===== src/rtl/window_min_max.sv =====
// window_min_max: per-window unsigned max/min/first-max-index tracker with valid/ready handshakes
module window_min_max #(
  parameter int WIDTH      = 8,
  parameter int WINDOW_LEN = 16,
  parameter int IDX_W      = $clog2(WINDOW_LEN)
) (
  input  logic             clk,
  input  logic             rst_n,
  input  logic             clear,
  input  logic [WIDTH-1:0] in_data,
  input  logic             in_valid,
  output logic             in_ready,
  output logic [WIDTH-1:0] out_max,
  output logic [WIDTH-1:0] out_min,
  output logic [IDX_W-1:0] out_max_idx,
  output logic             out_valid,
  input  logic             out_ready
);
  typedef enum logic {ACCUM, HOLD} state_t;
  state_t state;
  logic [IDX_W-1:0] count, run_idx, nxt_idx;
  logic [WIDTH-1:0] run_max, run_min, nxt_max, nxt_min;
  logic first, gt, lt, last, accept;
  assign in_ready = state == ACCUM;
  always_comb begin
    first   = count == '0;
    gt      = in_data > run_max;
    lt      = in_data < run_min;
    nxt_max = (first || gt) ? in_data : run_max;
    nxt_min = (first || lt) ? in_data : run_min;
    nxt_idx = first ? '0 : gt ? count : run_idx;
    last    = count == IDX_W'(WINDOW_LEN - 1);
    accept  = in_valid && in_ready && !clear;
  end
  always_ff @(posedge clk or negedge rst_n) begin
    if (!rst_n) begin
      state       <= ACCUM;
      count       <= '0;
      run_max     <= '0;
      run_min     <= '0;
      run_idx     <= '0;
      out_max     <= '0;
      out_min     <= '0;
      out_max_idx <= '0;
      out_valid   <= 1'b0;
    end else if (clear) begin
      state     <= ACCUM;
      count     <= '0;
      out_valid <= 1'b0;
    end else if (accept) begin
      run_max <= nxt_max;
      run_min <= nxt_min;
      run_idx <= nxt_idx;
      count   <= last ? '0 : count + 1'b1;
      if (last) begin
        out_max     <= nxt_max;
        out_min     <= nxt_min;
        out_max_idx <= nxt_idx;
        out_valid   <= 1'b1;
        state       <= HOLD;
      end
    end else if (state == HOLD && out_ready) begin
      out_valid <= 1'b0;
      state     <= ACCUM;
    end
  end
endmodule


===== config.mk =====
export PLATFORM = sky130hd
export DESIGN_NAME = window_min_max
export DESIGN_NICKNAME = d
export VERILOG_FILES = /design/src/rtl/window_min_max.sv
export SDC_FILE = /design/constraint.sdc
export NUM_CORES = 1
export LEC_CHECK = 0
export CORE_UTILIZATION = 50
export DETAILED_ROUTE_END_ITERATION = 6
export PLACE_DENSITY = 0.86
export SYNTH_ARGS = -nofsm -noshare
export SYNTH_HDL_FRONTEND = slang
export SYNTH_SLANG_ARGS = --single-unit

===== constraint.sdc =====
create_clock -name clk -period 2.33 [get_ports clk]
set_input_delay 0.233 -clock clk [delete_from_list [all_inputs] [get_ports clk]]
set_output_delay 0.233 -clock clk [all_outputs]
set_load 0.05 [all_outputs]

== After elaboration in Yosys (flattened, before gate mapping) ==
Index checks and enable logic that the tools add are counted.

* Register bits after elaboration: 45
* Logic and storage cells: 38
* Output and inout port bits: 22
* Bits of input ports: 13

* Order comparisons: 2
* Bitwise gates (word level): 2
* Equal/unequal tests: 2
* Reduce and logical (&&, ||, !) cells: 12
* Add/subtract/negate cells: 1
* Muxes and demuxes: 11

{| class="wikitable"
|+ Operators with widths
! kind !! number
|-
| 4-bit two-way mux || 5
|-
| 8-bit two-way mux || 2
|-
| 8-bit greater-than comparator || 1
|-
| 8-bit less-than comparator || 1
|-
| 4-bit by 1-bit adder with 4-bit output, second input constant || 1
|-
| 4-bit equality test, second input constant || 1
|-
| 4-bit logical NOT || 1
|-
| 1-bit two-way mux || 4
|-
| 2-bit AND reduction || 2
|-
| 1-bit logical AND || 3
|-
| 3-bit != test, second input constant || 1
|-
| 3-bit AND reduction || 1
|-
| 3-bit nonzero test || 1
|-
| 1-bit logical OR || 2
|-
| 1-bit NOT || 2
|-
| 2-bit nonzero test || 1
|-
| 1-bit logical NOT || 1
|}

== Logic depth before layout (Yosys ltp) ==
* Depth in word-level cells: 5
* Mapped depth: 9

== Least setup slack after synthesis ==
OpenSTA, ideal clock, no wires.

* Path type: register to register
* From: reg state
* To: reg run_idx[3]
* Library setup time: 126 ps
* Setup slack: 178 ps
* Data arrival time: 2026 ps
* Stages on the path, launching flop included: 7
* Buffers on the path: 1
* Cell sequence: dfrtp_1 -> inv_1 -> nand2_1 -> nor2_1 -> o21ai_1 -> buf_2 -> a221o_1

* Word-level cells in the longest chain between the ends: 4

{| class="wikitable"
|+ Ends and longest elaborated chain
! element !! RTL line !! text
|-
| start, declared || 20 || <nowiki>state_t state;</nowiki>
|-
| start signal, assigned || 37 || <nowiki>state <= ACCUM;</nowiki>
|-
| start signal, assigned || 47 || <nowiki>state <= ACCUM;</nowiki>
|-
| start signal, assigned || 60 || <nowiki>state <= HOLD;</nowiki>
|-
| 1-bit NOT || 24 || <nowiki>assign in_ready = state == ACCUM;</nowiki>
|-
| net in_ready || 12 || <nowiki>output logic in_ready,</nowiki>
|-
| 1-bit logical AND (2 in a row) || 33 || <nowiki>accept = in_valid && in_ready && !clear;</nowiki>
|-
| 2-bit AND reduction (no source line) || n/a ||
|-
| end signal, assigned || 53 || <nowiki>run_idx <= nxt_idx;</nowiki>
|-
| end, declared || 21 || <nowiki>logic [IDX_W-1:0] count, run_idx, nxt_idx;</nowiki>
|}

The timed path passes the listed nets, and every way through them passes these cells.
A chain may end at the register's enable or synchronous reset.

== Worst setup path in the final report ==
* From: in in_data[7]
* To: reg run_min[4]

* Word-level cells in the longest chain between the ends: 3

{| class="wikitable"
|+ Ends and longest elaborated chain
! element !! RTL line !! text
|-
| start, declared || 10 || <nowiki>input logic [WIDTH-1:0] in_data,</nowiki>
|-
| 8-bit less-than comparator || 28 || <nowiki>lt = in_data < run_min;</nowiki>
|-
| 1-bit logical OR || 30 || <nowiki>nxt_min = (first || lt) ? in_data : run_min;</nowiki>
|-
| 8-bit two-way mux || 30 ||
|-
| end signal, assigned || 52 || <nowiki>run_min <= nxt_min;</nowiki>
|-
| end, declared || 22 || <nowiki>logic [WIDTH-1:0] run_max, run_min, nxt_max, nxt_min;</nowiki>
|}

No other way between the ends.

==> flow_metrics.tcl <==
set metrics [dict create \
    status "complete, but fails checks" \
    failed_checks "DRC" \
    fillers 330 \
    final_area_mm2 0.00319 \
    yosysTopAreaCellShare_pct 46.2 \
    cp_max_fo 8 \
    ys_ff_latch 45 \
    placed_cells 355 \
    cts_buffers 5 \
    ant_nets 0 \
    final_core_util_pct 68.1 \
    drc 1 \
    finalSetupViolCount 0 \
    reg2reg_depth 7 \
    synth_top_cell_by_area "dfrtp_1" \
    clk_pin_slew_ns 0.08 \
    period_share_pct 98.9 \
    core_mm2 0.00469 \
    drtIter0Drc 181 \
    die_w_um 71.8 \
    crit_type "in2reg" \
    grt_usage_pct 26.8 \
    relSlewSlack_pct 65.0 \
    synth.avg_cell_area_um2 9.87 \
    p_per_area_mw_per_mm2 736 \
    diodes 0 \
    crit_path_start_kind "input port" \
    crit_arrival_ns 2.50 \
    cts_sinks 45 \
    hold_viol 0 \
    drt-pass1-iter-count 7 \
    place.gp.congestion 0.896 \
    drv_cap 0 \
    endpoint_kind "register" \
    numPortBuffers 34 \
    nets 340 \
    synth.most_common_cell "dfrtp_1" \
    drive_above_1_share_pct 19.9 \
    syn_inst 247 \
    final-instance-count-excl-fill 365 \
    synthToLayoutAreaGrowth_pct 31.0 \
    cts_root_buffer "clkbuf_8" \
    min_path_type "in2reg" \
    ys_seq_area_share_pct 46.2 \
    async_flop_share_pct 100 \
    hold_path_end "out_min[6]" \
    grt_pass1_vias 2215 \
    die_area_mm2 0.00516 \
    grt_max_degree 39 \
    clock_skew_ns 0.00797 \
    register_area_mm2 0.00113 \
    period_minus_slack_ns 2.30 \
    rows 25 \
    vias_per_cell 6.21 \
    hold_depth 3 \
    drv_slew 0 \
    fmax_ghz 0.434 \
    synth_edf_count 0 \
    syn_nets 277 \
    yosys-top-cells-area "dfrtp_1 (46%), ha_1 (8.7%), mux2_2 (7.4%), o211ai_1 (5.2%), nand3_1 (3.5%)" \
    synthFlopType "dfrtp_1" \
    clkLatencyLatePin_ns 0.31 \
    pin_count 35 \
    multi_input_area_mm2 0.00121 \
    num_vias 2265 \
    worstReg2RegStart "run_min[5]" \
    worst_pin_slew_ns 0.523 \
    post_dp_cell_area_mm2 0.00304 \
    grt_overflow 0 \
    antenna_found_initial 0 \
    yosys-top-cells-count "dfrtp_1 (45), nand2_1 (21), nor2_1 (20)" \
    grt_setup_unrepaired "true" \
    crit_required_ns 2.52 \
    cts_tree "done" \
    die_y_um 71.8 \
    place_ws_ns -0.255 \
    irDropWorstVdd_mv 0.346 \
    grt_pass1_wl_mm 10.6 \
    setup_ws_ns 0.0250 \
    hp-start "in_data[6]" \
    ff2ff_setup_slack_ns 0.04 \
    h-tree-depth 2 \
    wl_per_cell_um 17.9 \
    netlist_area_mm2 0.00244 \
    synthDistinctLibCells 36 \
    power_leakage_nw 1.42 \
    r2r_end "run_min[4]" \
    start_util_pct 52.0 \
    yosysWarnings 0 \
    dpl.hpwl_mm 4.40 \
    cts.path.max_buffers 2 \
    wl_mm 6.54 \
]
[cell type report]
| class | instances | area share, % |
|---|---|---|
| Inverter | 18 | 2.12 |
| Clock buffer | 5 | 2.15 |
| Sequential cell | 45 | 35.3 |
| Tap cell | 54 | 2.12 |
| Clock inverter | 3 | 2.04 |
| Timing Repair Buffer | 66 | 18.6 |
| Multi-Input combinational cell | 174 | 37.8 |
[cell usage in the layout (no fill, tap or decap), types with 2 or more instances in the layout]
| cell | count |
|---|---|
| a32o_1 | 2 |
| clkbuf_8 | 5 |
| and2_1 | 2 |
| nor2b_1 | 4 |
| buf_4 | 30 |
| ha_1 | 17 |
| nand2_1 | 21 |
| dfrtp_1 | 45 |
| nand2b_1 | 3 |
| a21oi_1 | 12 |
| bufinv_16 | 2 |
| nand4_1 | 5 |
| mux2_2 | 16 |
| nor2_1 | 18 |
| inv_1 | 18 |
| o21ai_0 | 11 |
| a31oi_1 | 10 |
| nand3_1 | 17 |
| clkdlybuf4s50_1 | 32 |
| nor2_2 | 2 |
| o211ai_1 | 17 |
[layer usage]
layer	wire length (µm)	vias to the layer above	share of wire (%)	global-route usage, %
met2	3320	126	51	45.5
met4	135	0	2.1	11.3
met1	2640	1108	40	34.1
met5	0	-	0	0
li1	-	1018	-	-
met3	447	13	6.8	4.36
[logic make-up (layout without fill, tap and decap cells)]
group	count (synthesis)	in the layout	share of synthesized area [%]
compound gates	63	63	17.9
xor+xnor	1	1	0.359
fa+ha+maj	17	17	8.72
buf+inv	28	92	4.57
flops	45	45	46.2
mux	16	16	7.39
simple gates	77	77	14.9
[flip-flops by register name, summed over array words and instances (netlist names)]
signal and flops:
out_max_idx 4, run_min 8, run_idx 4, run_max 8, out_min 8, state 1
out_max 8, count 4
[where the power goes]
part	internal, mW	total [mW]	switching, mW
registers	0.867	0.941	0.0735
clock network	0.426	0.703	0.277
logic	0.312	0.707	0.396
total	1.60	2.35	0.746
[worst max-delay path by stage]
stage	depth (start not counted)	startpoint	endpoint
floorplan	6	state	run_idx[3]
global placement	7	in_data[6]	run_min[1]
detailed placement	7	in_data[6]	run_min[6]
CTS	7	in_data[6]	run_min[4]
global route	7	run_min[5]	run_min[4]
finish	7	in_data[7]	run_min[4]
[repair_timing]
action                                  in CTS  in global routing
setup buffers                                0                  1
hold buffers                                 1                  0
endpoints found under the hold margin       45                  0
resized for setup                            0                  2
endpoints found under the setup margin       0                 13
[worst max-delay path, cell delays in order]
cell             delay, ns
clkdlybuf4s50_1       0.50
ha_1                  0.34
nand2_1               0.08
or3_4                 0.35
o221a_4               0.31
o21ai_4               0.29
mux2_2                0.39
[stage by stage]
stage               power (mW)  TNS (ns)  hold slack, ns
finish                    2.35         0           0.359
global route              2.44    -0.122           0.365
CTS                       2.33         0           0.443
detailed placement        1.62     -4.91           0.229
floorplan                 1.33         0         -0.0626
global placement          1.58     -2.33           0.226
Note: power is estimated with default switching activity, not from simulation.
